File: config.mk
export PLATFORM = sky130hd
export DESIGN_NAME = wb_cmd_master_flat
export DESIGN_NICKNAME = d
export VERILOG_FILES = /design/src/rtl/wb_master_pkg.sv /design/src/rtl/wb_if.sv /design/src/rtl/wb_cmd_master.sv /design/src/flat_wrapper.sv
export SDC_FILE = /design/constraint.sdc
export NUM_CORES = 1
export LEC_CHECK = 0
export BUFFER_PORTS_ARGS = -buffer_cell sky130_fd_sc_hd__buf_2
export CELL_PAD_IN_SITES_DETAIL_PLACEMENT = 0
export CELL_PAD_IN_SITES_GLOBAL_PLACEMENT = 1
export CORE_ASPECT_RATIO = 0.6
export CORE_UTILIZATION = 33
export DETAILED_ROUTE_END_ITERATION = 10
export HOLD_SLACK_MARGIN = 0.12
export PLACE_DENSITY = 0.79
export SLEW_MARGIN = 20
export SYNTH_ARGS = -nofsm -noshare
export SYNTH_HDL_FRONTEND = slang
export SYNTH_SLANG_ARGS = --single-unit
File: constraint.sdc
create_clock -name clk -period 2.4 [get_ports clk]
set_clock_uncertainty 0.1 [all_clocks]
set_input_delay 0.6 -clock clk [delete_from_list [all_inputs] [get_ports clk]]
set_output_delay 0.6 -clock clk [all_outputs]
set_load 0.1 [all_outputs]
File: src/rtl/wb_master_pkg.sv
// Shared types for the Wishbone command master: FSM states,
// default bus widths and the latched response bundle.
package wb_master_pkg;

    localparam int WB_AW = 32;
    localparam int WB_DW = 32;

    typedef enum logic [1:0] {
        IDLE,
        REQ,
        WAIT,
        RSP
    } state_t;

    typedef struct packed {
        logic [WB_DW-1:0] dat;
        logic             err;
        logic             timeout;
    } rsp_t;

endpackage

File: src/rtl/wb_if.sv
// Wishbone B4 pipelined bus bundle carrying its own clock and
// synchronous active-high reset.
interface wb_if #(
    parameter int AW = 32,
    parameter int DW = 32
) (
    input logic clk,
    input logic rst
);

    logic            cyc;
    logic            stb;
    logic            we;
    logic [AW-1:0]   adr;
    logic [DW/8-1:0] sel;
    logic [DW-1:0]   dat_m;
    logic [DW-1:0]   dat_s;
    logic            ack;
    logic            err;
    logic            stall;

    modport master (
        input  clk, rst, dat_s, ack, err, stall,
        output cyc, stb, we, adr, sel, dat_m
    );

    modport slave (
        input  clk, rst, cyc, stb, we, adr, sel, dat_m,
        output dat_s, ack, err, stall
    );

endinterface

File: src/rtl/wb_cmd_master.sv
// Single-outstanding Wishbone B4 pipelined initiator driven by a
// valid/ready command port, with a response port and bus timeout.
module wb_cmd_master
    import wb_master_pkg::*;
#(
    parameter int AW      = WB_AW,
    parameter int DW      = WB_DW,
    parameter int TIMEOUT = 255
) (
    wb_if.master            wb,
    input  logic            cmd_valid,
    output logic            cmd_ready,
    input  logic            cmd_we,
    input  logic [AW-1:0]   cmd_adr,
    input  logic [DW/8-1:0] cmd_sel,
    input  logic [DW-1:0]   cmd_dat,
    output logic            rsp_valid,
    input  logic            rsp_ready,
    output logic [DW-1:0]   rsp_dat,
    output logic            rsp_err,
    output logic            rsp_timeout
);

    localparam int CW = (TIMEOUT > 0) ? $clog2(TIMEOUT + 1) : 1;
    localparam logic [CW-1:0] TLAST = CW'((TIMEOUT > 0) ? TIMEOUT - 1 : 0);

    state_t          state, state_n;
    logic            cyc_q, cyc_n;
    logic            stb_q, stb_n;
    logic            we_q, we_n;
    logic [AW-1:0]   adr_q, adr_n;
    logic [DW/8-1:0] sel_q, sel_n;
    logic [DW-1:0]   dat_q, dat_n;
    logic [CW-1:0]   cnt_q, cnt_n;
    rsp_t            rsp_q, rsp_n;
    logic            hit;
    logic            fire;

    always_ff @(posedge wb.clk) begin
        if (wb.rst) begin
            state <= IDLE;
            cyc_q <= 1'b0;
            stb_q <= 1'b0;
            we_q  <= 1'b0;
            adr_q <= '0;
            sel_q <= '0;
            dat_q <= '0;
            cnt_q <= '0;
            rsp_q <= '0;
        end else begin
            state <= state_n;
            cyc_q <= cyc_n;
            stb_q <= stb_n;
            we_q  <= we_n;
            adr_q <= adr_n;
            sel_q <= sel_n;
            dat_q <= dat_n;
            cnt_q <= cnt_n;
            rsp_q <= rsp_n;
        end
    end

    always_comb begin
        state_n = state;
        cyc_n   = cyc_q;
        stb_n   = stb_q;
        we_n    = we_q;
        adr_n   = adr_q;
        sel_n   = sel_q;
        dat_n   = dat_q;
        cnt_n   = cnt_q;
        rsp_n   = rsp_q;
        hit     = 1'b0;
        fire    = 1'b0;
        unique case (state)
            IDLE: begin
                if (cmd_valid) begin
                    state_n = REQ;
                    cyc_n   = 1'b1;
                    stb_n   = 1'b1;
                    we_n    = cmd_we;
                    adr_n   = cmd_adr;
                    sel_n   = cmd_sel;
                    dat_n   = cmd_dat;
                    cnt_n   = '0;
                    rsp_n   = '0;
                end
            end
            REQ, WAIT: begin
                // A response during a stalled request has not been accepted yet
                hit  = (wb.ack || wb.err) && (state == WAIT || !wb.stall);
                fire = (TIMEOUT != 0) && (cnt_q == TLAST) && !hit;
                if (hit) begin
                    state_n       = RSP;
                    cyc_n         = 1'b0;
                    stb_n         = 1'b0;
                    rsp_n.err     = wb.err;
                    rsp_n.timeout = 1'b0;
                    rsp_n.dat     = (wb.err || we_q) ? '0 : WB_DW'(wb.dat_s);
                end else if (fire) begin
                    state_n       = RSP;
                    cyc_n         = 1'b0;
                    stb_n         = 1'b0;
                    rsp_n.err     = 1'b1;
                    rsp_n.timeout = 1'b1;
                    rsp_n.dat     = '0;
                end else begin
                    if (state == REQ && !wb.stall) begin
                        state_n = WAIT;
                        stb_n   = 1'b0;
                    end
                    if (cnt_q != '1) begin
                        cnt_n = cnt_q + CW'(1);
                    end
                end
            end
            RSP: begin
                if (rsp_ready) begin
                    state_n = IDLE;
                end
            end
            default: state_n = IDLE;
        endcase
    end

    assign wb.cyc   = cyc_q;
    assign wb.stb   = stb_q;
    assign wb.we    = we_q;
    assign wb.adr   = adr_q;
    assign wb.sel   = sel_q;
    assign wb.dat_m = dat_q;

    assign cmd_ready   = (state == IDLE);
    assign rsp_valid   = (state == RSP);
    assign rsp_dat     = DW'(rsp_q.dat);
    assign rsp_err     = rsp_q.err;
    assign rsp_timeout = rsp_q.timeout;

endmodule

File: src/flat_wrapper.sv
// flat-port wrapper written by rule: the top's interface ports become plain ports
module wb_cmd_master_flat import wb_master_pkg::*;
#(
    parameter int AW      = WB_AW,
    parameter int DW      = WB_DW,
    parameter int TIMEOUT = 255
)
  (cmd_valid, cmd_ready, cmd_we, cmd_adr, cmd_sel, cmd_dat, rsp_valid, rsp_ready, rsp_dat, rsp_err, rsp_timeout, clk, rst, wb_dat_s, wb_ack, wb_err, wb_stall, wb_cyc, wb_stb, wb_we, wb_adr, wb_sel, wb_dat_m);
  wb_if #(.AW(AW), .DW(DW)) wb_i (.clk(clk), .rst(rst));
  input  logic cmd_valid;
  output logic cmd_ready;
  input  logic cmd_we;
  input  logic [AW-1:0] cmd_adr;
  input  logic [DW/8-1:0] cmd_sel;
  input  logic [DW-1:0] cmd_dat;
  output logic rsp_valid;
  input  logic rsp_ready;
  output logic [DW-1:0] rsp_dat;
  output logic rsp_err;
  output logic rsp_timeout;
  input wire logic clk;
  input wire logic rst;
  input wire logic [$bits(wb_i.dat_s)-1:0] wb_dat_s;
  input wire logic [$bits(wb_i.ack)-1:0] wb_ack;
  input wire logic [$bits(wb_i.err)-1:0] wb_err;
  input wire logic [$bits(wb_i.stall)-1:0] wb_stall;
  output wire logic [$bits(wb_i.cyc)-1:0] wb_cyc;
  output wire logic [$bits(wb_i.stb)-1:0] wb_stb;
  output wire logic [$bits(wb_i.we)-1:0] wb_we;
  output wire logic [$bits(wb_i.adr)-1:0] wb_adr;
  output wire logic [$bits(wb_i.sel)-1:0] wb_sel;
  output wire logic [$bits(wb_i.dat_m)-1:0] wb_dat_m;
  assign wb_i.dat_s = wb_dat_s;
  assign wb_i.ack = wb_ack;
  assign wb_i.err = wb_err;
  assign wb_i.stall = wb_stall;
  assign wb_cyc = wb_i.cyc;
  assign wb_stb = wb_i.stb;
  assign wb_we = wb_i.we;
  assign wb_adr = wb_i.adr;
  assign wb_sel = wb_i.sel;
  assign wb_dat_m = wb_i.dat_m;
  wb_cmd_master #(.AW(AW), .DW(DW), .TIMEOUT(TIMEOUT)) u_core (.wb(wb_i), .cmd_valid(cmd_valid), .cmd_ready(cmd_ready), .cmd_we(cmd_we), .cmd_adr(cmd_adr), .cmd_sel(cmd_sel), .cmd_dat(cmd_dat), .rsp_valid(rsp_valid), .rsp_ready(rsp_ready), .rsp_dat(rsp_dat), .rsp_err(rsp_err), .rsp_timeout(rsp_timeout));
endmodule
* Word-level counts from Yosys, hierarchy flattened *
Index checks and enable logic that the tools add are counted.

word-level totals
  output and inout bits = 107
  bits of input ports = 108
  register bits after elaboration = 115
  logic and storage cells = 64

cells by class
  muxes and demuxes = 24
  reductions and logical operators = 16
  eq/ne operators = 12
  $add $sub $neg = 1

operators by type and width
  operator               number
  $mux W34               3
  $pmux W34 S2           1
  $mux W32               1
  $mux W8                4
  $pmux W8 S2            1
  $mux W2                5
  $reduce_and A3 Y1      3
  $add A8 B1 Y8 const B  1
  $eq A8 B8 Y1 const B   1
  $ne A8 B8 Y1 const B   1
  $mux W1                6
  $ne A2 B2 Y1 const B   3
  $pmux W2 S3            1
  $reduce_and A5 Y1      1
  $eq A2 B2 Y1 const B   2
  $ne A2 B1 Y1 const B   2
  $ne A4 B1 Y1 const B   1
  $pmux W1 S2            2
  $logic_and A1 B1 Y1    3
  $logic_or A1 B1 Y1     3
  $ne A3 B1 Y1 const B   1
  $eq A2 B1 Y1 const B   1
  $logic_not A1 Y1       2
  $logic_not A2 Y1       1
  3 further kinds        3

* Longest topological paths before layout *
  depth after elaboration = 8
  depth in mapped cells = 8
  depth with buffers taken out = 6

* Worst setup path after synthesis *
Ideal clock, no wire load.

  path kind = register -> register
  start point = register u_core.state[0]
  end point = register u_core.rsp_q, in the netlist u_core.rsp_dat[0]
  period minus slack after synthesis = 2,473 ps
  cell stages (with the launch flop) = 9
  setup slack = -73 ps
  data arrival time = 2,301 ps
  path through = dfxtp_1 > inv_1 > ha_1 > nand2b_1 > nor2b_1 > o21ai_1 > buf_6 > buf_6 > mux2i_1

between the ends
  elaborated cells between the ends (all ways) = 14
  classes of those cells = eq/ne (4); mux (2); reduce/logical (8)

RTL lines
  element                                                       line                 RTL
  start, declared                                               wb_cmd_master.sv:27  state_t state, state_n;
  start signal, assigned                                        wb_cmd_master.sv:51  state <= state_n;
  $logic_not A2 Y1 (*)                                          -
  named net cmd_ready                                           flat_wrapper.sv:11   output logic cmd_ready;
  $ne A2 B2 Y1 (no line) or $reduce_bool A2 Y1 (tied branches)  -
  $reduce_and A3 Y1 (no line)                                   -
  end signal, assigned                                          wb_cmd_master.sv:59  rsp_q <= rsp_n;
  end, declared                                                 wb_cmd_master.sv:35  rsp_t rsp_q, rsp_n;

Mark *: on every way through the listed nets, which the timed path passes. The rest lies on a longest branch.
A chain may end at the register's enable or synchronous reset.

* Worst setup path in the final report *
  start point = register u_core.state[0]
  end point = output port cmd_ready

between the ends
  word-level cells in the longest chain between the ends = 1

RTL lines
  element           line                  RTL
  $logic_not A2 Y1  wb_cmd_master.sv:133  assign cmd_ready = (state == IDLE);
  end, declared     flat_wrapper.sv:11

Every way passes these cells.

==> flow_summary.ini <==
[run_status]
outcome = completed

[logic_synthesis]
synth_ff_type = dfxtp_1
avgSynthCellArea_sq_um = 8.37
yosysWarnings = 0
ys_seq_area_share_pct = 49.8
synth_nets = 667
synth_most_common_cell = nand2_1
async_flop_share_pct = 0
synth_top_area_share_pct = 49.8
ys_ff_latch = 115
synth.distinct_cells = 46
synthesis.area_sq_um = 4620
synth_top_area_cell = dfxtp_1
synth_area_leaders = dfxtp_1 (50%), nand2_1 (18%), mux2i_1 (8.0%)
synth_edf_count = 0
synthCells = 552
synth_common_cells = nand2_1 (216), dfxtp_1 (115), a21oi_1 (73)

[clock_network]
cts_inserted_buffers = 17
cts.clk_slew.worst_paths_ps = 60
hold_buffers = 0
clock_latency_ps = 400
h-tree-depth = 4
clockBufferDepth = 2
cts_tree = built
post_cts_buffers = 0
ctsResizeCount = 0
numClockSinks = 115
clockRootBuffer = clkbuf_16

[final_layout]
syn_to_final_growth_pct = 40.5
finalInstanceArea_sq_um = 6490
antenna_cells = 0
layout-drive-gt1-share_pct = 34.1
fin_nets = 872

[grt]
antenna_found_initial = 0
grt_usage_pct = 17.7
grt_pass1_vias = 4191
overflow = 0
grt_pass1_wl_microns = 20300
grt_start_max_net_pins = 72

[pwr]
p_leak_nw = 2.98
power.density_nw_per_um2 = 1400
ir_worst_vdd_mv = 0.466

[place]
hpwl_microns = 8950
post-place-ws_ps = 233
portBuffers = 214
gp_congestion = 0.878
postPlaceCellArea_sq_um = 5870

[floorplan]
initial_core_util_pct = 33.8
die_h_microns = 93.6
top_level_ports = 215
fp.dieW_microns = 155
rows = 33
fp.dieArea_sq_um = 14500
core-area_sq_um = 13700

[hold_path]
whs_endpoint = u_core.wb.dat_m[24]
hold_depth = 3
worstHoldStart = cmd_dat[24]
hold_path_class = input port to flop

[drt]
drt_iter0_markers = 224
vias_per_cell = 4.62
antenna_left = 0
dr_total_vias = 4443
routedWlPerCell_microns = 13.0
firstDrtPassIters = 4
drc = 0
routed_wl_microns = 12500

[setup_path]
crit_type = flop to output port
path_max_fanout = 5
cp-start-kind = flop
rr_worst_depth = 6
cp.arrival_ps = 1530
reg2reg_to = u_core.cnt_q[3]
rrSetupSlack_ps = 220
critPathCaptureType = output port
timing.rr.start = u_core.state[1]
cp.required_ps = 1700

[sta]
fin_tns_setup_ps = 0
slew-limit-headroom_pct = 55.6
tightest_slew_ps = 653
drv_slew = 0
timing.final.ws_setup_ps = 171
setup_viol_count_final = 0
finalCritPeriodShare_pct = 92.9
period_minus_slack_ps = 2230
rsz0062_at_grt = no
fmax_mhz = 449
hold_viol = 0

[flow_run]
cap_violations = 0
==> how the worst max path moves through the flow <==
stage / start / to / slack [ps] / cells after the start
6_report: u_core.state[0] / cmd_ready / 170 / 3
5_1_grt: u_core.state[0] / u_core.rsp_dat[28] / 60 / 7
4_1_cts: u_core.state[0] / cmd_ready / 150 / 3
3_5_place_dp: wb_err / u_core.rsp_dat[2] / 230 / 6
3_3_place_gp: cmd_valid / u_core.wb.cyc / 320 / 6
2_1_floorplan: u_core.state[0] / u_core.rsp_dat[0] / 300 / 8
==> routing by layer <==
| metal | up-vias | routed length [microns] | track usage (%) |
|---|---|---|---|
| met4 | 0 | 84 | 6.35 |
| met2 | 156 | 5490 | 26.8 |
| li1 | 2241 | - | - |
| met3 | 9 | 827 | 5.10 |
| met1 | 2037 | 6060 | 23.8 |
| met5 | - | 0 | 0 |
==> final cells by class <==
type	count	area (sq um)
well taps	192	240
clock buffers	22	464
fillers	1356	7170
clock inverters	9	154
multi-input cells	393	2130
repair buffers	222	1170
inverters	8	30.0
flip-flops and latches	115	2300
==> logic make-up after synthesis <==
logic type               Yosys count  share of synthesized area [%]
buffers and inverters             44                           4.36
flip-flops                       115                           49.8
AND/OR/NAND/NOR                  250                           22.7
adder cells (fa/ha/maj)            7                           1.90
AO/OA/AOI/OAI                     96                           12.4
multiplexers                      40                           8.80
==> cell usage in the layout (no fill, tap or decap), types with 3 or more instances in the layout <==
master     instances
nand2_1          215
clkbuf_16         17
ha_1               6
nor2b_1            3
buf_4              5
nor2_1             4
dfxtp_1          115
nand3_1            4
bufinv_16          4
a21oi_1           73
nand2b_1           4
buf_12             3
clkbuf_1           3
inv_1              8
mux2i_1           37
buf_2            214
==> flip-flops by register name (all words and copies together), names as in the netlist <==
| signal | cells |
|---|---|
| u_core.rsp_dat | 32 |
| u_core.wb.adr | 32 |
| u_core.wb.dat_m | 32 |
| u_core.cnt_q | 8 |
| u_core.wb.sel | 4 |
| u_core.state | 2 |
| u_core.rsp_err | 1 |
| u_core.rsp_timeout | 1 |
| u_core.wb.cyc | 1 |
| u_core.wb.stb | 1 |
| u_core.wb.we | 1 |
==> worst max-delay path, cell delays in order, from the launching register on <==
cell	delay [ps]
dfxtp_1	350
inv_1	100
ha_2	240
buf_2	450
==> through the flow <==
stage,hold WS (ps),cells,utilization (%),total power (W)
after CTS,321,961,47.5,0.00921
after global routing,326,961,47.5,0.00955
after floorplan,378,552,-,0.00583
after detailed placement,343,930,43.0,0.00652
final,338,961,47.5,0.00912
after global placement,338,930,43.0,0.00646
==> where the power goes <==
| part | switching, W | leakage (nW) | total [W] | internal [W] |
|---|---|---|---|---|
| Combinational | 0.00320 | 1.75 | 0.00411 | 0.000914 |
| Sequential | 0.000153 | 0.938 | 0.00235 | 0.00220 |
| Clock | 0.000868 | 0.296 | 0.00265 | 0.00179 |
| Total | 0.00422 | 2.98 | 0.00912 | 0.00490 |
(Power assumes the default switching activity.)
